[src/rtl/bus_io_bridge_pkg.sv]
`default_nettype none
// ============================================================================
//  Module      : bus_pkg
//  Description : Shared definitions for the memory-side bus bridge: CPU
//                command encodings, the I/O page number, I/O register
//                offsets, d_bus_1 status bit positions and small decode
//                helpers.
//  Revision    : 1.0 - initial release
// ============================================================================
package bus_pkg;

    // CPU command on c_bus. 2'b11 is reserved and treated as idle.
    typedef enum logic [1:0] {
        CMD_IDLE  = 2'b00,
        CMD_READ  = 2'b01,
        CMD_WRITE = 2'b10,
        CMD_RSVD  = 2'b11
    } cmd_e;

    // a_bus[15:8] value that selects the I/O register page.
    localparam logic [7:0] c_io_page = 8'hFF;

    // I/O register offsets within the page (a_bus[7:0], word aligned).
    localparam logic [7:0] c_off_out_data = 8'h00;
    localparam logic [7:0] c_off_out_stat = 8'h04;
    localparam logic [7:0] c_off_in_data  = 8'h08;
    localparam logic [7:0] c_off_in_stat  = 8'h0C;

    // Status bits carried on d_bus_1 above the 32-bit read data.
    localparam int c_d1_hold_bit = 32;
    localparam int c_d1_full_bit = 33;

    // True when the byte address falls in the I/O page.
    function automatic logic is_io_page(input logic [31:0] addr);
        return addr[15:8] == c_io_page;
    endfunction

    // Word-aligned register offset; the byte-lane bits are don't-care.
    function automatic logic [7:0] io_offset(input logic [31:0] addr);
        return {addr[7:2], 2'b00};
    endfunction

    // OUT_STAT layout: sticky overflow in the MSB, FIFO count in the LSBs.
    function automatic logic [31:0] out_stat_word(input logic ovf, input logic [3:0] cnt);
        return {ovf, 27'b0, cnt};
    endfunction

endpackage : bus_pkg
`default_nettype wire

[src/rtl/bus_io_bridge_if.sv]
`default_nettype none
// ============================================================================
//  Module      : bus_io_bridge_if
//  Description : Bundle of the CPU external bus plus the external input and
//                output streaming ports of the bus bridge.
//  Ports (signals):
//      a_bus     [31:0]  CPU byte address
//      d_bus_2   [31:0]  CPU write data
//      c_bus     [1:0]   CPU command (idle/read/write)
//      d_bus_1   [33:0]  read data + {out full, in hold valid}
//      in_data   [31:0]  external input word
//      in_valid          external input offered
//      in_ready          holding register empty
//      out_data  [31:0]  output FIFO head
//      out_valid         output FIFO non-empty
//      out_ready         external consumer accepts the head
//  Modports: master (CPU / environment side), slave (bridge side)
//  Revision    : 1.0 - initial release
// ============================================================================
interface bus_io_bridge_if;

    logic [31:0] a_bus;
    logic [31:0] d_bus_2;
    logic [1:0]  c_bus;
    logic [33:0] d_bus_1;
    logic [31:0] in_data;
    logic        in_valid;
    logic        in_ready;
    logic [31:0] out_data;
    logic        out_valid;
    logic        out_ready;

    modport master (
        output a_bus,
        output d_bus_2,
        output c_bus,
        output in_data,
        output in_valid,
        output out_ready,
        input  d_bus_1,
        input  in_ready,
        input  out_data,
        input  out_valid
    );

    modport slave (
        input  a_bus,
        input  d_bus_2,
        input  c_bus,
        input  in_data,
        input  in_valid,
        input  out_ready,
        output d_bus_1,
        output in_ready,
        output out_data,
        output out_valid
    );

endinterface : bus_io_bridge_if
`default_nettype wire

[src/rtl/bus_io_bridge_out_fifo.sv]
`default_nettype none
// ============================================================================
//  Module      : io_out_fifo
//  Description : Output-port FIFO of the bus bridge. A push is taken when
//                there is room, or when the FIFO is full but the head is
//                leaving in the same cycle. A pop request on an empty FIFO
//                is ignored. Storage is not reset; only pointers and count.
//  Ports:
//      clk, rst          clock, asynchronous active-high reset
//      i_push            push request
//      i_push_data       word to push
//      i_pop             pop request (consumer ready)
//      o_count           number of stored words, 0..DEPTH
//      o_full, o_empty   occupancy flags
//      o_head            oldest word (undefined while empty)
//  Revision    : 1.0 - initial release
// ============================================================================
module io_out_fifo #(
    parameter int DEPTH = 4,
    parameter int WIDTH = 32,
    parameter int CNT_W = $clog2(DEPTH + 1)
) (
    input  logic             clk,
    input  logic             rst,
    input  logic             i_push,
    input  logic [WIDTH-1:0] i_push_data,
    input  logic             i_pop,
    output logic [CNT_W-1:0] o_count,
    output logic             o_full,
    output logic             o_empty,
    output logic [WIDTH-1:0] o_head
);

    localparam int c_ptr_w = $clog2(DEPTH);

    logic [WIDTH-1:0]   r_mem [DEPTH];
    logic [c_ptr_w-1:0] r_wr_ptr;
    logic [c_ptr_w-1:0] r_rd_ptr;
    logic [CNT_W-1:0]   r_count;

    logic w_full;
    logic w_empty;
    logic w_pop;
    logic w_push;

    assign w_full  = (r_count == CNT_W'(DEPTH));
    assign w_empty = (r_count == '0);

    // Pop only when something is there; a full FIFO that pops frees the
    // slot the simultaneous push needs, so count holds at DEPTH.
    assign w_pop  = i_pop & ~w_empty;
    assign w_push = i_push & (~w_full | w_pop);

    always_ff @(posedge clk or posedge rst) begin
        if (rst) begin
            r_wr_ptr <= '0;
            r_rd_ptr <= '0;
            r_count  <= '0;
        end else begin
            if (w_push) begin
                r_wr_ptr <= r_wr_ptr + c_ptr_w'(1);
            end
            if (w_pop) begin
                r_rd_ptr <= r_rd_ptr + c_ptr_w'(1);
            end
            r_count <= r_count + CNT_W'(w_push) - CNT_W'(w_pop);
        end
    end

    // Data storage carries no reset; stale words are hidden by the count.
    always_ff @(posedge clk) begin
        if (w_push) begin
            r_mem[r_wr_ptr] <= i_push_data;
        end
    end

    assign o_count = r_count;
    assign o_full  = w_full;
    assign o_empty = w_empty;
    assign o_head  = r_mem[r_rd_ptr];

endmodule : io_out_fifo
`default_nettype wire

[src/rtl/bus_io_bridge.sv]
`default_nettype none
// ============================================================================
//  Module      : bus_io_bridge
//  Description : Memory-side bridge on the single-cycle CPU's external bus.
//                Decodes a_bus into a data RAM or an I/O page holding an
//                output FIFO (valid/ready drain) and a single-entry input
//                holding register (valid/ready fill). Reads are
//                combinational so a load completes in the CPU's cycle;
//                writes and read side effects (input pop) commit at the edge.
//  Ports:
//      clk           system clock shared with the CPU
//      rst           asynchronous active-high reset
//      bus (slave)   a_bus/d_bus_2/c_bus in, d_bus_1 out,
//                    in_data/in_valid in, in_ready out,
//                    out_data/out_valid out, out_ready in
//  Parameters:
//      OUT_DEPTH     output FIFO depth (power of two, >= 2)
//      RAM_WORDS     data RAM words, indexed by a_bus[7:2]
//  Revision    : 1.0 - initial release
// ============================================================================
module bus_io_bridge
    import bus_pkg::*;
#(
    parameter int OUT_DEPTH = 4,
    parameter int RAM_WORDS = 64
) (
    input  logic           clk,
    input  logic           rst,
    bus_io_bridge_if.slave bus
);

    localparam int c_ram_aw = $clog2(RAM_WORDS);
    localparam int c_cnt_w  = $clog2(OUT_DEPTH + 1);

    // ------------------------------------------------------------------
    // Decode
    // ------------------------------------------------------------------
    logic                w_rd;
    logic                w_wr;
    logic                w_io;
    logic [7:0]          w_off;
    logic [c_ram_aw-1:0] w_ram_idx;

    assign w_rd      = (bus.c_bus == CMD_READ);
    assign w_wr      = (bus.c_bus == CMD_WRITE);
    assign w_io      = is_io_page(bus.a_bus);
    assign w_off     = io_offset(bus.a_bus);
    assign w_ram_idx = bus.a_bus[2 +: c_ram_aw];

    logic w_ram_wr;
    logic w_push;
    logic w_stat_wr;
    logic w_in_pop;

    assign w_ram_wr  = w_wr & ~w_io;
    assign w_push    = w_wr & w_io & (w_off == c_off_out_data);
    assign w_stat_wr = w_wr & w_io & (w_off == c_off_out_stat);

    // Reading IN_DATA consumes the held word; an empty read has no effect.
    logic r_hold_valid;
    assign w_in_pop = w_rd & w_io & (w_off == c_off_in_data) & r_hold_valid;

    // Upper address half and byte-lane bits do not take part in decode.
    logic w_unused;
    assign w_unused = ^{bus.a_bus[31:16], bus.a_bus[1:0]};

    // ------------------------------------------------------------------
    // Data RAM (contents survive reset)
    // ------------------------------------------------------------------
    logic [31:0] r_ram [RAM_WORDS];

    always_ff @(posedge clk) begin
        if (w_ram_wr) begin
            r_ram[w_ram_idx] <= bus.d_bus_2;
        end
    end

    // ------------------------------------------------------------------
    // Output FIFO
    // ------------------------------------------------------------------
    logic [c_cnt_w-1:0] w_count;
    logic               w_full;
    logic               w_empty;
    logic [31:0]        w_head;

    io_out_fifo #(
        .DEPTH (OUT_DEPTH),
        .WIDTH (32),
        .CNT_W (c_cnt_w)
    ) u_out_fifo (
        .clk         (clk),
        .rst         (rst),
        .i_push      (w_push),
        .i_push_data (bus.d_bus_2),
        .i_pop       (bus.out_ready),
        .o_count     (w_count),
        .o_full      (w_full),
        .o_empty     (w_empty),
        .o_head      (w_head)
    );

    // A push against a full FIFO is lost unless the head drains the same
    // cycle; the FIFO then still has room and takes it.
    logic w_reject;
    assign w_reject = w_push & w_full & ~bus.out_ready;

    logic r_overflow;

    always_ff @(posedge clk or posedge rst) begin
        if (rst) begin
            r_overflow <= 1'b0;
        end else if (w_reject) begin
            r_overflow <= 1'b1;
        end else if (w_stat_wr) begin
            r_overflow <= 1'b0;
        end
    end

    assign bus.out_valid = ~w_empty;
    assign bus.out_data  = w_head;

    // ------------------------------------------------------------------
    // Input holding register
    // ------------------------------------------------------------------
    logic [31:0] r_hold_data;
    logic        w_in_load;

    // Load and pop are exclusive: loading needs the register empty and
    // popping needs it full.
    assign w_in_load = bus.in_valid & ~r_hold_valid;

    always_ff @(posedge clk or posedge rst) begin
        if (rst) begin
            r_hold_valid <= 1'b0;
            r_hold_data  <= 32'h0;
        end else if (w_in_pop) begin
            r_hold_valid <= 1'b0;
        end else if (w_in_load) begin
            r_hold_valid <= 1'b1;
            r_hold_data  <= bus.in_data;
        end
    end

    assign bus.in_ready = ~r_hold_valid;

    // ------------------------------------------------------------------
    // Combinational read mux
    // ------------------------------------------------------------------
    logic [31:0] w_rdata;
    logic [3:0]  w_count4;

    assign w_count4 = 4'(w_count);

    always_comb begin
        w_rdata = 32'h0;
        if (w_rd) begin
            if (w_io) begin
                case (w_off)
                    c_off_out_stat: w_rdata = out_stat_word(r_overflow, w_count4);
                    c_off_in_data:  w_rdata = r_hold_valid ? r_hold_data : 32'h0;
                    c_off_in_stat:  w_rdata = {31'b0, r_hold_valid};
                    default:        w_rdata = 32'h0;
                endcase
            end else begin
                w_rdata = r_ram[w_ram_idx];
            end
        end
    end

    always_comb begin
        bus.d_bus_1                = {2'b00, w_rdata};
        bus.d_bus_1[c_d1_hold_bit] = r_hold_valid;
        bus.d_bus_1[c_d1_full_bit] = w_full;
    end

endmodule : bus_io_bridge
`default_nettype wire

[src/flat_wrapper.sv]
// flat-port wrapper written by rule: the top's interface ports become plain ports
module bus_io_bridge_flat import bus_pkg::*;
#(
    parameter int OUT_DEPTH = 4,
    parameter int RAM_WORDS = 64
)
  (clk, rst, bus_a_bus, bus_d_bus_2, bus_c_bus, bus_in_data, bus_in_valid, bus_out_ready, bus_d_bus_1, bus_in_ready, bus_out_data, bus_out_valid);
  bus_io_bridge_if bus_i ();
  input  logic clk;
  input  logic rst;
  input wire logic [$bits(bus_i.a_bus)-1:0] bus_a_bus;
  input wire logic [$bits(bus_i.d_bus_2)-1:0] bus_d_bus_2;
  input wire logic [$bits(bus_i.c_bus)-1:0] bus_c_bus;
  input wire logic [$bits(bus_i.in_data)-1:0] bus_in_data;
  input wire logic [$bits(bus_i.in_valid)-1:0] bus_in_valid;
  input wire logic [$bits(bus_i.out_ready)-1:0] bus_out_ready;
  output wire logic [$bits(bus_i.d_bus_1)-1:0] bus_d_bus_1;
  output wire logic [$bits(bus_i.in_ready)-1:0] bus_in_ready;
  output wire logic [$bits(bus_i.out_data)-1:0] bus_out_data;
  output wire logic [$bits(bus_i.out_valid)-1:0] bus_out_valid;
  assign bus_i.a_bus = bus_a_bus;
  assign bus_i.d_bus_2 = bus_d_bus_2;
  assign bus_i.c_bus = bus_c_bus;
  assign bus_i.in_data = bus_in_data;
  assign bus_i.in_valid = bus_in_valid;
  assign bus_i.out_ready = bus_out_ready;
  assign bus_d_bus_1 = bus_i.d_bus_1;
  assign bus_in_ready = bus_i.in_ready;
  assign bus_out_data = bus_i.out_data;
  assign bus_out_valid = bus_i.out_valid;
  bus_io_bridge #(.OUT_DEPTH(OUT_DEPTH), .RAM_WORDS(RAM_WORDS)) u_core (.clk(clk), .rst(rst), .bus(bus_i));
endmodule
[config.mk]
export PLATFORM = sky130hd
export DESIGN_NAME = bus_io_bridge_flat
export DESIGN_NICKNAME = d
export VERILOG_FILES = /design/src/rtl/bus_io_bridge_pkg.sv /design/src/rtl/bus_io_bridge_if.sv /design/src/rtl/bus_io_bridge_out_fifo.sv /design/src/rtl/bus_io_bridge.sv /design/src/flat_wrapper.sv
export SDC_FILE = /design/constraint.sdc
export NUM_CORES = 2
export LEC_CHECK = 0
export CORE_ASPECT_RATIO = 2
export CORE_UTILIZATION = 30
export CTS_CLUSTER_SIZE = 12
export DETAILED_ROUTE_END_ITERATION = 10
export PLACE_DENSITY = 0.45
export SETUP_SLACK_MARGIN = 0.15
export SLEW_MARGIN = 10
export SYNTH_ARGS = -nofsm -noshare
export SYNTH_HDL_FRONTEND = slang
export SYNTH_SLANG_ARGS = --single-unit
export TNS_END_PERCENT = 100
[constraint.sdc]
create_clock -name clk -period 3.7 [get_ports clk]
set_clock_uncertainty 0.1 [all_clocks]
set_input_delay 0.74 -clock clk [delete_from_list [all_inputs] [get_ports clk]]
set_output_delay 0.74 -clock clk [all_outputs]
set_load 0.02 [all_outputs]
==> qor.csv <==
metric;value;unit
first_iter_violations;3042;
comb_power_share;8.9;%
drv_slew;0;
vias;41880;
p_int;40750;uW
async_reset_ff_share;1.849;%
endpoint_kind;output port;
yosysSeqAreaShare;78.76;%
design_area;0.1064;sq mm
synth.cell_area;0.08426;sq mm
io_buffers;151;
critPathKind;input pin to output port;
cp.required;2.86;ns
nNetsFinal;4665;
instances_no_fill;8372;
critPathMaxFanout;7;
final.setup.worst_slack;-0.3237;ns
netSwitchingFraction;22.63;%
layout-drive-gt1-share;41.69;%
dr_wl_met2;153700;microns
synthCells;3670;
antenna_found_initial;12;
r2r-end;u_core.u_out_fifo.o_count[2]$_DFF_PP0_;
setup_viol;32;
ys.flop_type;edfxtp_1;
ant_nets;0;
die_y;751.5;microns
grt_overflow_total;0;
fin_crit_sh;108.7;%
hold_viol_final;0;
tritoncts;yes;
grt_pass1_vias;45150;
root_buffer;clkbuf_16;
std_cell_rows;274;
ff_latch_area;0.06637;sq mm
final.min_clock_period;4.024;ns
clk_pin_slew;0.06;ns
grt_first_pass_wirelength;369900;microns
syn_area_per_cell;22.96;sq um
drc;0;
synth-edff-count;2176;
dp_worst_setup_slack;-1.993;ns
dpl_cell_area;0.09611;sq mm
yosysWarnings;0;
wl_met1;96800;microns
synth-compound-area-share;1.593;%
hp-class;input pin to flop;
numCtsBuffers;217;
first_pass_iters;5;
numClockSinks;2217;
synthMuxAreaShare;16.28;%
arrival;3.18;ns
fp.dieArea;0.2831;sq mm
wl_met3;8950;microns
pwr_density_cell;495.1;mW/mm^2
top_layer_used;met4;
gp_congestion;0.7840;
switching_power;11920;uW
reg2reg_from;u_core.u_out_fifo.o_count[1]$_DFF_PP0_;
final.setup.tns;-4.721;ns
start_util;30.23;%
startpoint;bus_a_bus[2];
p_seq_share;52.9;%
crit_end;bus_d_bus_1[0];
critPathLaunchType;input pin;
synth_top_family_by_area;multiplexers;
ir_drop;404.6;uV
synth.distinct_cells;54;
yosys_register_bits;2217;
viasPerCell;5.002;
violations;negative setup slack;
dp.cells;7922;
die_w;376.8;microns
dp_hpwl;179100;microns
tightest_slew;1.158;ns
hold_ws;0.1450;ns
fmax;0.2485;GHz
clock_latency;0.88;ns
power.share.clock;38.2;%
relSlewSlack;22.80;%
synth-xor-area-share;0.05197;%
rr_worst_depth;12;
leakage;0.03373;uW
r2r_slack;1.08;ns
rsz0062_at_grt;true;
core_area;0.2787;sq mm
cts_buffer_depth;4;
multi_input_area;0.01926;sq mm
wire_per_inst;31.96;microns
syn_to_final_growth;26.26;%
h-tree-depth;4;
ios;170;
synth-adder-area-share;0.1129;%
grt_max_degree;69;
outcome;finished with violations;
grt_util_all_layers;18.87;%
syn_nets;3779;
timing.max_cap.violations;0;
synth-simple-area-share;2.005;%
routed_wl;267500;microns
fillers;25200;
## stage by stage
| stage | utilization (%) | total power [uW] |
|---|---|---|
| final | 38.17 | 52670 |
| after detailed placement | 34.48 | 32790 |
| after floorplan | - | 30340 |
| after CTS | 37.81 | 53230 |
| after global placement | 34.48 | 32760 |
| after global routing | 38.16 | 54220 |
## critical path: stages
cell and delay [ns]:
buf_16 0.16, buf_16 0.16, buf_12 0.14, mux4_2 0.57
mux4_2 0.57, mux2i_1 0.22, and3_1 0.23, nor4_4 0.07
buf_6 0.16, buf_6 0.13
## area by class of cell
| cell class | count | share of cell area [%] |
|---|---|---|
| diodes | 7 | 0.01647 |
| clock buffers | 282 | 5.462 |
| clock inverters | 20 | 0.1400 |
| inverters | 10 | 0.03763 |
| multi-input cells | 1245 | 18.11 |
| flip-flops and latches | 2217 | 62.39 |
| well taps | 3726 | 4.382 |
| repair buffers | 865 | 9.465 |
## cell usage after synthesis (7+ instances only)
cell,number,share of area (%)
edfxtp_1,2176,78
mux4_2,562,15
nor2_1,181,0.81
o22ai_1,114,0.85
clkbuf_1,83,0.37
mux2i_1,58,0.69
buf_2,48,0.29
nand2_1,48,0.21
mux2_2,43,0.57
dfrtp_1,41,1.2
nand3_1,39,0.23
buf_4,37,0.33
nor3_1,34,0.20
a211oi_1,33,0.29
buf_1,27,0.12
o21ai_0,22,0.13
inv_1,9,0.040
nand4_1,8,0.059
o21ai_1,8,0.048
a21oi_1,7,0.042
nand2b_1,7,0.052
o211ai_1,7,0.062
## flip-flops by register name (all words and copies together), names as in the netlist
signal                      flops
u_core.r_hold_valid             1
u_core.u_out_fifo.r_rd_ptr      2
u_core.u_out_fifo.r_wr_ptr      2
u_core.u_out_fifo.r_mem       128
u_core.r_hold_data             32
u_core.r_overflow               1
u_core.u_out_fifo.o_count       3
u_core.r_ram                 2048
## how the worst min path moves through the flow
stage,startpoint,end,slack [ns],depth (start not counted)
after CTS,bus_d_bus_2[11],u_core.r_ram[58][11]$_DFFE_PP_,0.07,1
after detailed placement,u_core.r_hold_data[25]$_DFFE_PP0P_,u_core.r_hold_data[25]$_DFFE_PP0P_,0.40,1
after global routing,bus_d_bus_2[11],u_core.r_ram[61][11]$_DFFE_PP_,0.12,1
after floorplan,u_core.r_hold_data[10]$_DFFE_PP0P_,u_core.r_hold_data[10]$_DFFE_PP0P_,0.38,1
after global placement,u_core.r_hold_data[7]$_DFFE_PP0P_,u_core.r_hold_data[7]$_DFFE_PP0P_,0.39,1
final,bus_d_bus_2[11],u_core.r_ram[61][11]$_DFFE_PP_,0.14,1
## cells by family (layout without fill, tap and decap cells)
kind of cell,count (synthesis),after routing
DFF,2217,2217
muxes,663,663
and+or+nand+nor,361,361
AOI/OAI and AO/OA,209,209
buffers and inverters,208,1177
adders and majority gates,7,7
xor gates and xnor gates,5,5
other,0,7
## cell usage in the layout (no fill, tap or decap), drive strengths merged, types with 6 or more instances in the layout
cell	instances
dfrtp	41
clkinv	16
nand2b	7
nand2	48
inv	13
a22oi	6
mux2	43
nor2b	6
nor2	181
nor3	34
nand4	8
o211ai	7
mux2i	58
edfxtp	2176
ha	6
nand3	39
a211oi	33
clkdlybuf4s50	49
diode	7
buf	776
and2	6
dlygate4sd2	32
mux4	562
clkbuf	285
o22ai	114
o21ai	30
a21oi	7
## power groups by stage
| stage | registers, uW | clock network, uW | logic, uW |
|---|---|---|---|
| 3_5_place_dp | 28400 | 0 | 4370 |
| 6_report | 27900 | 20100 | 4700 |
| 4_1_cts | 27900 | 20600 | 4740 |
| 3_3_place_gp | 28400 | 0 | 4350 |
| 5_1_grt | 27900 | 21400 | 4980 |
| 2_1_floorplan | 28300 | 0 | 2030 |
## repair_timing
action,in CTS,in global routing
setup endpoints to repair,61,32
pin swaps,73,85
resized for setup,553,153
hold buffers,0,0
cloned,13,2
buffers inserted,101,25
## routing by layer
metal / global-route usage (%) / up-vias
li1: - / 17320
met1: 20.99 / 23280
met2: 37.42 / 962
met3: 1.896 / 322
met4: 4.992 / 0
met5: 0 / -
Power figures use the tool's default switching activity.
